===== config.mk =====
export PLATFORM = sky130hd
export DESIGN_NAME = user_uart_rx_flat
export DESIGN_NICKNAME = d
export VERILOG_FILES = /design/src/rtl/user_uart_rx_if.sv /design/src/rtl/user_uart_rx.sv /design/src/flat_wrapper.sv
export SDC_FILE = /design/constraint.sdc
export NUM_CORES = 1
export LEC_CHECK = 0
export BUFFER_PORTS_ARGS = -buffer_cell sky130_fd_sc_hd__buf_2
export CAP_MARGIN = 25
export CORE_MARGIN = 5
export CORE_UTILIZATION = 56
export CTS_CLUSTER_SIZE = 16
export DETAILED_ROUTE_END_ITERATION = 8
export GPL_ROUTABILITY_DRIVEN = 0
export PLACE_DENSITY = 0.84
export SLEW_MARGIN = 0
export SYNTH_ARGS = -nofsm -noshare
export SYNTH_HDL_FRONTEND = slang
export SYNTH_SLANG_ARGS = --single-unit

===== constraint.sdc =====
create_clock -name clk -period 3.95 [get_ports clk]
set_input_delay 0 -clock clk [delete_from_list [all_inputs] [get_ports clk]]
set_output_delay 0 -clock clk [all_outputs]
set_load 0.1 [all_outputs]

===== src/rtl/user_uart_rx_if.sv =====
// rtl/user_uart_rx_if.sv - naive_bus register bus interface used by user_uart_rx
// Ports: rd_req/rd_gnt/rd_addr/rd_data read channel; wr_req/wr_gnt/wr_addr/wr_data/wr_be write channel.
interface naive_bus;
    logic        rd_req;
    logic        rd_gnt;
    logic [31:0] rd_addr;
    logic [31:0] rd_data;
    logic        wr_req;
    logic        wr_gnt;
    logic [31:0] wr_addr;
    logic [31:0] wr_data;
    logic [3:0]  wr_be;

    modport master (
        output rd_req, rd_addr, wr_req, wr_addr, wr_data, wr_be,
        input  rd_gnt, rd_data, wr_gnt
    );

    modport slave (
        input  rd_req, rd_addr, wr_req, wr_addr, wr_data, wr_be,
        output rd_gnt, rd_data, wr_gnt
    );
endinterface


===== src/rtl/user_uart_rx.sv =====
// rtl/user_uart_rx.sv - 8N1 UART receiver with byte FIFO behind a naive_bus slave port
// Ports: clk system clock; rst_n async active-low reset; i_uart_rx async serial input (idle high);
//        bus naive_bus slave: 0x0 DATA (read pops {valid, byte}), 0x4 STATUS / write-1-to-clear errors.
module user_uart_rx #(
    parameter int CLK_DIV = 434,
    parameter int FIFO_AW = 4
) (
    input  logic     clk,
    input  logic     rst_n,
    input  logic     i_uart_rx,
    naive_bus.slave  bus
);

    localparam logic [1:0] ST_IDLE  = 2'd0;
    localparam logic [1:0] ST_START = 2'd1;
    localparam logic [1:0] ST_DATA  = 2'd2;
    localparam logic [1:0] ST_STOP  = 2'd3;

    localparam logic [15:0] FULL_RELOAD = 16'(CLK_DIV - 1);
    localparam logic [15:0] HALF_RELOAD = 16'(CLK_DIV / 2 - 1);
    localparam int          DEPTH       = 2 ** FIFO_AW;
    localparam logic [FIFO_AW:0] DEPTH_CNT = {1'b1, {FIFO_AW{1'b0}}};

    // Input synchroniser plus one delayed copy for falling-edge detection.
    logic rx_s1, rx_s2, rx_prev;

    always_ff @(posedge clk or negedge rst_n) begin
        if (!rst_n) begin
            rx_s1   <= 1'b1;
            rx_s2   <= 1'b1;
            rx_prev <= 1'b1;
        end else begin
            rx_s1   <= i_uart_rx;
            rx_s2   <= rx_s1;
            rx_prev <= rx_s2;
        end
    end

    logic rx_fall;
    assign rx_fall = rx_prev & ~rx_s2;

    // Receive FSM
    logic [1:0]  state;
    logic [15:0] bit_cnt;
    logic [2:0]  bit_idx;
    logic [7:0]  rx_shift;
    logic        cnt_zero;
    logic        stop_hit;
    logic        push;
    logic        ferr_set;

    assign cnt_zero = (bit_cnt == 16'd0);
    assign stop_hit = (state == ST_STOP) && cnt_zero;
    assign push     = stop_hit && rx_s2;
    assign ferr_set = stop_hit && !rx_s2;

    always_ff @(posedge clk or negedge rst_n) begin
        if (!rst_n) begin
            state    <= ST_IDLE;
            bit_cnt  <= 16'd0;
            bit_idx  <= 3'd0;
            rx_shift <= 8'd0;
        end else begin
            case (state)
                ST_IDLE: begin
                    if (rx_fall) begin
                        bit_cnt <= HALF_RELOAD;
                        state   <= ST_START;
                    end
                end
                ST_START: begin
                    if (cnt_zero) begin
                        // Line back high at mid start bit means a glitch, not a frame.
                        if (!rx_s2) begin
                            bit_cnt <= FULL_RELOAD;
                            bit_idx <= 3'd0;
                            state   <= ST_DATA;
                        end else begin
                            state <= ST_IDLE;
                        end
                    end else begin
                        bit_cnt <= bit_cnt - 16'd1;
                    end
                end
                ST_DATA: begin
                    if (cnt_zero) begin
                        rx_shift[bit_idx] <= rx_s2;
                        bit_cnt           <= FULL_RELOAD;
                        if (bit_idx == 3'd7) begin
                            state <= ST_STOP;
                        end else begin
                            bit_idx <= bit_idx + 3'd1;
                        end
                    end else begin
                        bit_cnt <= bit_cnt - 16'd1;
                    end
                end
                ST_STOP: begin
                    if (cnt_zero) begin
                        state <= ST_IDLE;
                    end else begin
                        bit_cnt <= bit_cnt - 16'd1;
                    end
                end
                default: state <= ST_IDLE;
            endcase
        end
    end

    // Receive FIFO
    logic [7:0]         fifo_mem [DEPTH];
    logic [FIFO_AW-1:0] wr_ptr, rd_ptr;
    logic [FIFO_AW:0]   fifo_count;
    logic               fifo_full, fifo_empty;
    logic               push_ok, pop, ovr_set;

    assign fifo_full  = (fifo_count == DEPTH_CNT);
    assign fifo_empty = (fifo_count == '0);
    assign pop        = bus.rd_req && !bus.rd_addr[2] && !fifo_empty;
    assign push_ok    = push && !fifo_full;
    assign ovr_set    = push && fifo_full;

    always_ff @(posedge clk) begin
        if (push_ok) begin
            fifo_mem[wr_ptr] <= rx_shift;
        end
    end

    always_ff @(posedge clk or negedge rst_n) begin
        if (!rst_n) begin
            wr_ptr     <= '0;
            rd_ptr     <= '0;
            fifo_count <= '0;
        end else begin
            if (push_ok) begin
                wr_ptr <= wr_ptr + 1'b1;
            end
            if (pop) begin
                rd_ptr <= rd_ptr + 1'b1;
            end
            case ({push_ok, pop})
                2'b10:   fifo_count <= fifo_count + 1'b1;
                2'b01:   fifo_count <= fifo_count - 1'b1;
                default: fifo_count <= fifo_count;
            endcase
        end
    end

    // Sticky error flags; a new error in the same cycle as a clear keeps the flag set.
    logic ferr, ovr;
    logic wr_clr;

    assign wr_clr = bus.wr_req && bus.wr_addr[2] && bus.wr_be[0];

    always_ff @(posedge clk or negedge rst_n) begin
        if (!rst_n) begin
            ferr <= 1'b0;
            ovr  <= 1'b0;
        end else begin
            ferr <= ferr_set | (ferr & ~(wr_clr & bus.wr_data[1]));
            ovr  <= ovr_set  | (ovr  & ~(wr_clr & bus.wr_data[0]));
        end
    end

    // Bus read path: zero-wait grant, data registered on the grant edge.
    logic [31:0] status_word, data_word, rd_data_q;
    logic [7:0]  count8;

    assign count8      = 8'(fifo_count);
    assign status_word = {16'd0, count8, 5'd0, ferr, ovr, fifo_empty};
    assign data_word   = fifo_empty ? 32'd0 : {23'd0, 1'b1, fifo_mem[rd_ptr]};

    always_ff @(posedge clk or negedge rst_n) begin
        if (!rst_n) begin
            rd_data_q <= 32'd0;
        end else if (bus.rd_req) begin
            rd_data_q <= bus.rd_addr[2] ? status_word : data_word;
        end
    end

    assign bus.rd_data = rd_data_q;
    assign bus.rd_gnt  = bus.rd_req;
    assign bus.wr_gnt  = bus.wr_req;

    logic unused_bits;
    assign unused_bits = ^{bus.rd_addr[31:3], bus.rd_addr[1:0], bus.wr_addr[31:3],
                           bus.wr_addr[1:0], bus.wr_data[31:2], bus.wr_be[3:1]};

endmodule


===== src/flat_wrapper.sv =====
// flat-port wrapper written by rule: the top's interface ports become plain ports
module user_uart_rx_flat 
#(
    parameter int CLK_DIV = 434,
    parameter int FIFO_AW = 4
)
  (clk, rst_n, i_uart_rx, bus_rd_req, bus_rd_addr, bus_wr_req, bus_wr_addr, bus_wr_data, bus_wr_be, bus_rd_gnt, bus_rd_data, bus_wr_gnt);
  naive_bus bus_i ();
  input  logic clk;
  input  logic rst_n;
  input  logic i_uart_rx;
  input wire logic [$bits(bus_i.rd_req)-1:0] bus_rd_req;
  input wire logic [$bits(bus_i.rd_addr)-1:0] bus_rd_addr;
  input wire logic [$bits(bus_i.wr_req)-1:0] bus_wr_req;
  input wire logic [$bits(bus_i.wr_addr)-1:0] bus_wr_addr;
  input wire logic [$bits(bus_i.wr_data)-1:0] bus_wr_data;
  input wire logic [$bits(bus_i.wr_be)-1:0] bus_wr_be;
  output wire logic [$bits(bus_i.rd_gnt)-1:0] bus_rd_gnt;
  output wire logic [$bits(bus_i.rd_data)-1:0] bus_rd_data;
  output wire logic [$bits(bus_i.wr_gnt)-1:0] bus_wr_gnt;
  assign bus_i.rd_req = bus_rd_req;
  assign bus_i.rd_addr = bus_rd_addr;
  assign bus_i.wr_req = bus_wr_req;
  assign bus_i.wr_addr = bus_wr_addr;
  assign bus_i.wr_data = bus_wr_data;
  assign bus_i.wr_be = bus_wr_be;
  assign bus_rd_gnt = bus_i.rd_gnt;
  assign bus_rd_data = bus_i.rd_data;
  assign bus_wr_gnt = bus_i.wr_gnt;
  user_uart_rx #(.CLK_DIV(CLK_DIV), .FIFO_AW(FIFO_AW)) u_core (.clk(clk), .rst_n(rst_n), .i_uart_rx(i_uart_rx), .bus(bus_i));
endmodule

After elaboration in Yosys (flattened, before gate mapping)
Memories as Yosys holds them, arrays and structs flattened. Cells that the tools add are included. W data, S select, Z words.

Register bits after elaboration: 79. Bits in writable memories: 128. Bits of input ports: 105. Output and inout port bits: 34. Logic and storage cells: 97. Memories kept: 1.

Memory list: u_core.fifo_mem (depth 16, bits a word 8, read ports 1, clocked after memory_dff 0, wr ports 1, line user_uart_rx.sv:111) `logic [7:0] fifo_mem [DEPTH];`.

Add/subtract/negate cells: 6. $lt $le $gt $ge: 2. Eq/ne operators: 16. Muxes and demuxes: 26. Bitwise gates (word level): 10. Reductions and logical operators: 23.

Operator list (number): $mux W16 (5); $pmux W16 S4 (1); $mux W32 (1); $logic_not A16 Y1 (1); $sub A16 B1 Y16 const B (1); $mux W2 (6); $mux W3 (4); $logic_and A1 B1 Y1 (10); $ne A2 B1 Y1 const B (5); $pmux W5 S2 (1); $reduce_and A5 Y1 (2); $mux W9 (1); $add A4 B1 Y4 const B (2); $bwmux W8 (1); $pmux W2 S4 (1); $eq A2 B2 Y1 const B (3); $ne A2 B2 Y1 const B (3); $pmux W3 S2 (1); $add A5 B1 Y5 const B (1); $and A1 B1 Y1 (5); $eq A5 B5 Y1 const B (1); $logic_not A5 Y1 (1); $sub A5 B1 Y5 const B (1); $eq A2 B1 Y1 const B (2); 14 further kinds (23).

Longest topological paths before layout
Depth after elaboration: 6. Depth in mapped cells: 15. Depth with buffers taken out: 13.

Least setup slack after synthesis
No wires, ideal clock.

Path kind: reg2reg. Start point: reg u_core.bit_cnt[0]. End point: reg u_core.fifo_count[4]. Setup time: 0.080 ns. Arrival time: 3.251 ns. Data required time: 3.870 ns. Path slack: 0.619 ns. Stages on the path, launching flop included: 16. Buffers on the path: 2. Period minus slack after synthesis: 3.331 ns. Cell sequence: dfrtp_1 inv_1 ha_1 or4b_2 nor4_2 buf_2 nand4_2 ha_1 clkbuf_1 xor2_1 ha_1 inv_1 o21ai_0 a21o_1 a31oi_1 xnor2_1.

Word-level cells in the longest chain between the ends: 6. Elaborated cells between the ends (all ways): 8. Classes of those cells: eq/ne (2); mux (1); reduce/logical (5).

RTL lines: start, declared (line user_uart_rx.sv:44) `logic [15:0] bit_cnt;`; start signal, assigned (line user_uart_rx.sv:82) `bit_cnt <= bit_cnt - 16'd1;`; start signal, assigned (line user_uart_rx.sv:95) `bit_cnt <= bit_cnt - 16'd1;`; start signal, assigned (line user_uart_rx.sv:102) `bit_cnt <= bit_cnt - 16'd1;`; $logic_not A16 Y1 * (line user_uart_rx.sv:52) `assign cnt_zero = (bit_cnt == 16'd0);`; $logic_and A1 B1 Y1 * (line user_uart_rx.sv:53) `assign stop_hit = (state == ST_STOP) && cnt_zero;`; $logic_and A1 B1 Y1 * (line user_uart_rx.sv:54) `assign push = stop_hit && rx_s2;`; $logic_and A1 B1 Y1 * (line user_uart_rx.sv:120) `assign push_ok = push && !fifo_full;`; $eq A2 B1 Y1 / $eq A2 B2 Y1 (equally long branches) (line user_uart_rx.sv:141) `case ({push_ok, pop})`; $pmux W5 S2 / $reduce_bool A2 Y1 (equally long branches); end signal, assigned (line user_uart_rx.sv:142) `2'b10: fifo_count <= fifo_count + 1'b1;`; end signal, assigned (line user_uart_rx.sv:143) `2'b01: fifo_count <= fifo_count - 1'b1;`; end signal, assigned (line user_uart_rx.sv:144) `default: fifo_count <= fifo_count;`; end, declared (line user_uart_rx.sv:113) `logic [FIFO_AW:0] fifo_count;`.

Mark *: on every way between the ends. The rest lies on a longest branch, timed or not. A chain may end at the register's enable or synchronous reset.

Worst setup path in the final report
Start point: reg u_core.fifo_count[1]. End point: reg u_core.fifo_count[4].

Word-level cells in the longest chain between the ends: 5. Elaborated cells between the ends (all ways): 12. Classes of those cells: add/sub (2); eq/ne (3); mux (1); reduce/logical (6).

RTL lines: $logic_not A5 Y1 * (line user_uart_rx.sv:118) `assign fifo_empty = (fifo_count == '0);`; $logic_not A1 Y1 * (line user_uart_rx.sv:119) `assign pop = bus.rd_req && !bus.rd_addr[2] && !fifo_empty;`; $logic_and A1 B1 Y1 * (line user_uart_rx.sv:119); named net u_core.pop (line user_uart_rx.sv:115) `logic push_ok, pop, ovr_set;`; $eq A2 B1 Y1 / $eq A2 B2 Y1 (equally long branches) (line user_uart_rx.sv:141); $pmux W5 S2 / $reduce_bool A2 Y1 (equally long branches).

The timed path passes the listed nets; every way through them passes the cells marked *.

==> flow_summary.yaml <==
floorplan:
  io_pins: 139
  fp-row-count: 44
  fp.dieH_um: 131.4
  die_area_um2: 17270
  start_util_pct: 57.02
  die_w_um: 131.4
  core_area_um2: 14480
final_layout:
  drive_gt1_share_pct: 18.17
  n_antenna_cell: 0
  nFillCells: 951
  nNetsFinal: 720
  areaGrowthSynthToFinish_pct: 11.14
  fin_cells: 795
sta:
  setup_ws_ns: 0.3752
  worstMarginPinSlew_ns: 0.8349
  fin_crit_ns: 3.575
  max_freq_mhz: 279.7
  hold_viol_final: 0
  tns_ns: 0
  finalCritPeriodShare_pct: 90.50
  whs_ns: 0.2173
  slew_headroom_pct: 42.90
  finClkSkew_ns: 0.01547
  rsz0062_at_grt: "false"
  finalSetupViolations: 0
  slew_viol_final: 0
global_routing:
  grt_pass1_wl_mm: 26.99
  groute.usage.overall_pct: 20.08
  grt_start_max_net_pins: 61
  antenna_found_initial: 0
  grt_pass1_vias: 4965
  grt-ovfl-total: 0
setup_path:
  endpoint_kind: "flip-flop"
  crit_type: "reg2reg"
  cp.required_ns: 4.30
  crit_fanout: 10
  crit_arrival_ns: 3.93
  critPathLaunchType: "flip-flop"
drt:
  drc: 0
  wirelength_mm: 16.84
  drtIter0Drc: 467
  num_vias: 4925
  via_per_inst: 6.195
  detail_route.first_pass.iterations: 5
  wl_per_cell_um: 21.18
  ant_nets: 0
place:
  dp_hpwl_mm: 10.60
  dp.cells: 754
  post-place-ws_ns: 0.5905
  portBuffers: 24
yosys:
  synth_top_cells_by_count: "128 x edfxtp_1, 57 x dfrtp_1, 42 x nand2_1"
  ys_ff_latch: 188
  ys.flop_type: "edfxtp_1"
  syn-instance-count: 570
  synth-edff-count: 128
  ys_warn_count: 0
  synth_top_cell_by_area: "edfxtp_1"
  avgSynthCellArea_um2: 14.48
  synth-seq-area-share_pct: 64.79
  synth_cell_types: 58
  synth_most_common_cell: "edfxtp_1"
  synthTopCellsByArea: "edfxtp_1 47%, dfrtp_1 17%, mux4_2 8.7%"
  yosysTopAreaCellShare_pct: 46.56
  synthArstFlopShare_pct: 31.91
  syn_area_um2: 8255
clocking:
  clock_latency_ns: 0.43
  path_clk_slew_ns: 0.07
  clock-sinks: 188
  post_cts_buffers: 0
  cts_buffers: 17
  htree_num_levels: 4
  clock_path_buffers: 2
  cts_root_buf: "clkbuf_16"
  hold_buffers: 10
  tritoncts: "done"
  cts_resized: 0
power:
  powerDensity_nw_per_um2: 705.0
  leakage_nw: 3.517
  ir_drop_v: 0.0004329
run_status:
  outcome: "finished, final reports clean"
hold_path:
  hp-class: "in2reg"
run:
  maxCapViolCount: 0
-- path summary, 6_finish.rpt --
check                                                   end                             start  cells past startpoint  slack, ns
setup reg to reg           u_core.fifo_count[4]$_DFFE_PN0P_  u_core.fifo_count[1]$_DFFE_PN0P_                     12       0.38
max in group asynchronous      u_core.rd_ptr[0]$_DFFE_PN0P_                             rst_n                      3       3.12
hold / removal                       u_core.rx_s1$_DFF_PN1_                         i_uart_rx                      2       0.22
hold reg to reg                      u_core.rx_s2$_DFF_PN1_            u_core.rx_s1$_DFF_PN1_                      0       0.35
min in group asynchronous     u_core.bit_cnt[6]$_DFFE_PN0P_                             rst_n                      3       0.26
setup / recovery           u_core.fifo_count[4]$_DFFE_PN0P_  u_core.fifo_count[1]$_DFFE_PN0P_                     12       0.38
-- cell usage in the layout, fill, tap and decap left out, drive strengths merged, types with 5 or more instances in the layout --
cell / n
dlygate4sd3: 10
dfrtp: 57
a22oi: 12
conb: 19
bufinv: 5
xnor2: 10
mux2: 8
o21ai: 14
a21oi: 14
inv: 18
nor2: 24
edfxtp: 128
buf: 29
ha: 16
nand4: 6
xor2: 8
and2: 17
nor3: 10
mux4: 32
nor4: 6
a22o: 11
clkinv: 6
a21o: 5
clkbuf: 20
nor3b: 8
nand2: 42
nand3: 30
-- flip-flops by register name, summed over array words and instances, names as in the netlist, named ones only --
signal,flops
u_core.bit_cnt,16
u_core.bit_idx,3
u_core.bus.rd_data,13
u_core.ferr,1
u_core.fifo_count,5
u_core.fifo_mem,128
u_core.ovr,1
u_core.rd_ptr,4
u_core.rx_prev,1
u_core.rx_s1,1
u_core.rx_s2,1
u_core.rx_shift,8
u_core.state,1
u_core.wr_ptr,4
-- final cells by class --
class	instances	area (um2)	share of cell area, %
Clock buffer	20	436.7	4.759
Clock inverter	11	193.9	2.114
Inverter	19	71.32	0.7773
Multi-Input combinational cell	334	2635	28.72
Sequential cell	188	5350	58.31
Tap cell	184	230.2	2.509
Timing Repair Buffer	39	257.7	2.809
-- per-stage QoR --
step	util [%]	instance area [um2]	total power, mW
CTS	63.37	9175	6.472
global route	63.37	9175	6.757
finish	63.37	9175	6.469
global placement	58.32	8444	4.553
floorplan	-	8323	4.197
detailed placement	58.32	8444	4.631
-- critical path, stage by stage (launching register included) --
cell,delay [ns]
dfrtp_1,0.48
nor4_1,0.53
a21oi_1,0.29
nand2_1,0.21
clkinv_1,0.34
ha_1,0.46
xor2_1,0.19
ha_1,0.26
inv_1,0.10
o21ai_0,0.09
a21o_1,0.21
a31oi_1,0.19
xnor2_1,0.14
-- logic make-up after synthesis --
| family | after synthesis | share of synthesized area [%] |
|---|---|---|
| multiplexers | 41 | 9.942 |
| AND/OR/NAND/NOR | 159 | 9.973 |
| adder cells (fa/ha/maj) | 16 | 2.425 |
| AO/OA/AOI/OAI | 81 | 6.805 |
| flip-flops | 188 | 64.79 |
| other | 1 | 0.04542 |
| XOR/XNOR | 18 | 1.910 |
| buffers and inverters | 66 | 4.107 |
-- routing by layer --
metal / up-vias / GRT usage [%] / routed length [um]
met4: 0 / 6.914 / 351
met3: 29 / 5.849 / 1286
met2: 229 / 33.66 / 8814
met1: 2500 / 25.18 / 6386
met5: - / 0 / 0
li1: 2167 / - / -
-- power by group --
group,internal (mW),switching (mW)
logic,0.737,1.35
clock network,1.12,0.695
registers,2.27,0.296
total,4.13,2.34
Note: power is estimated with default switching activity, not from simulation.
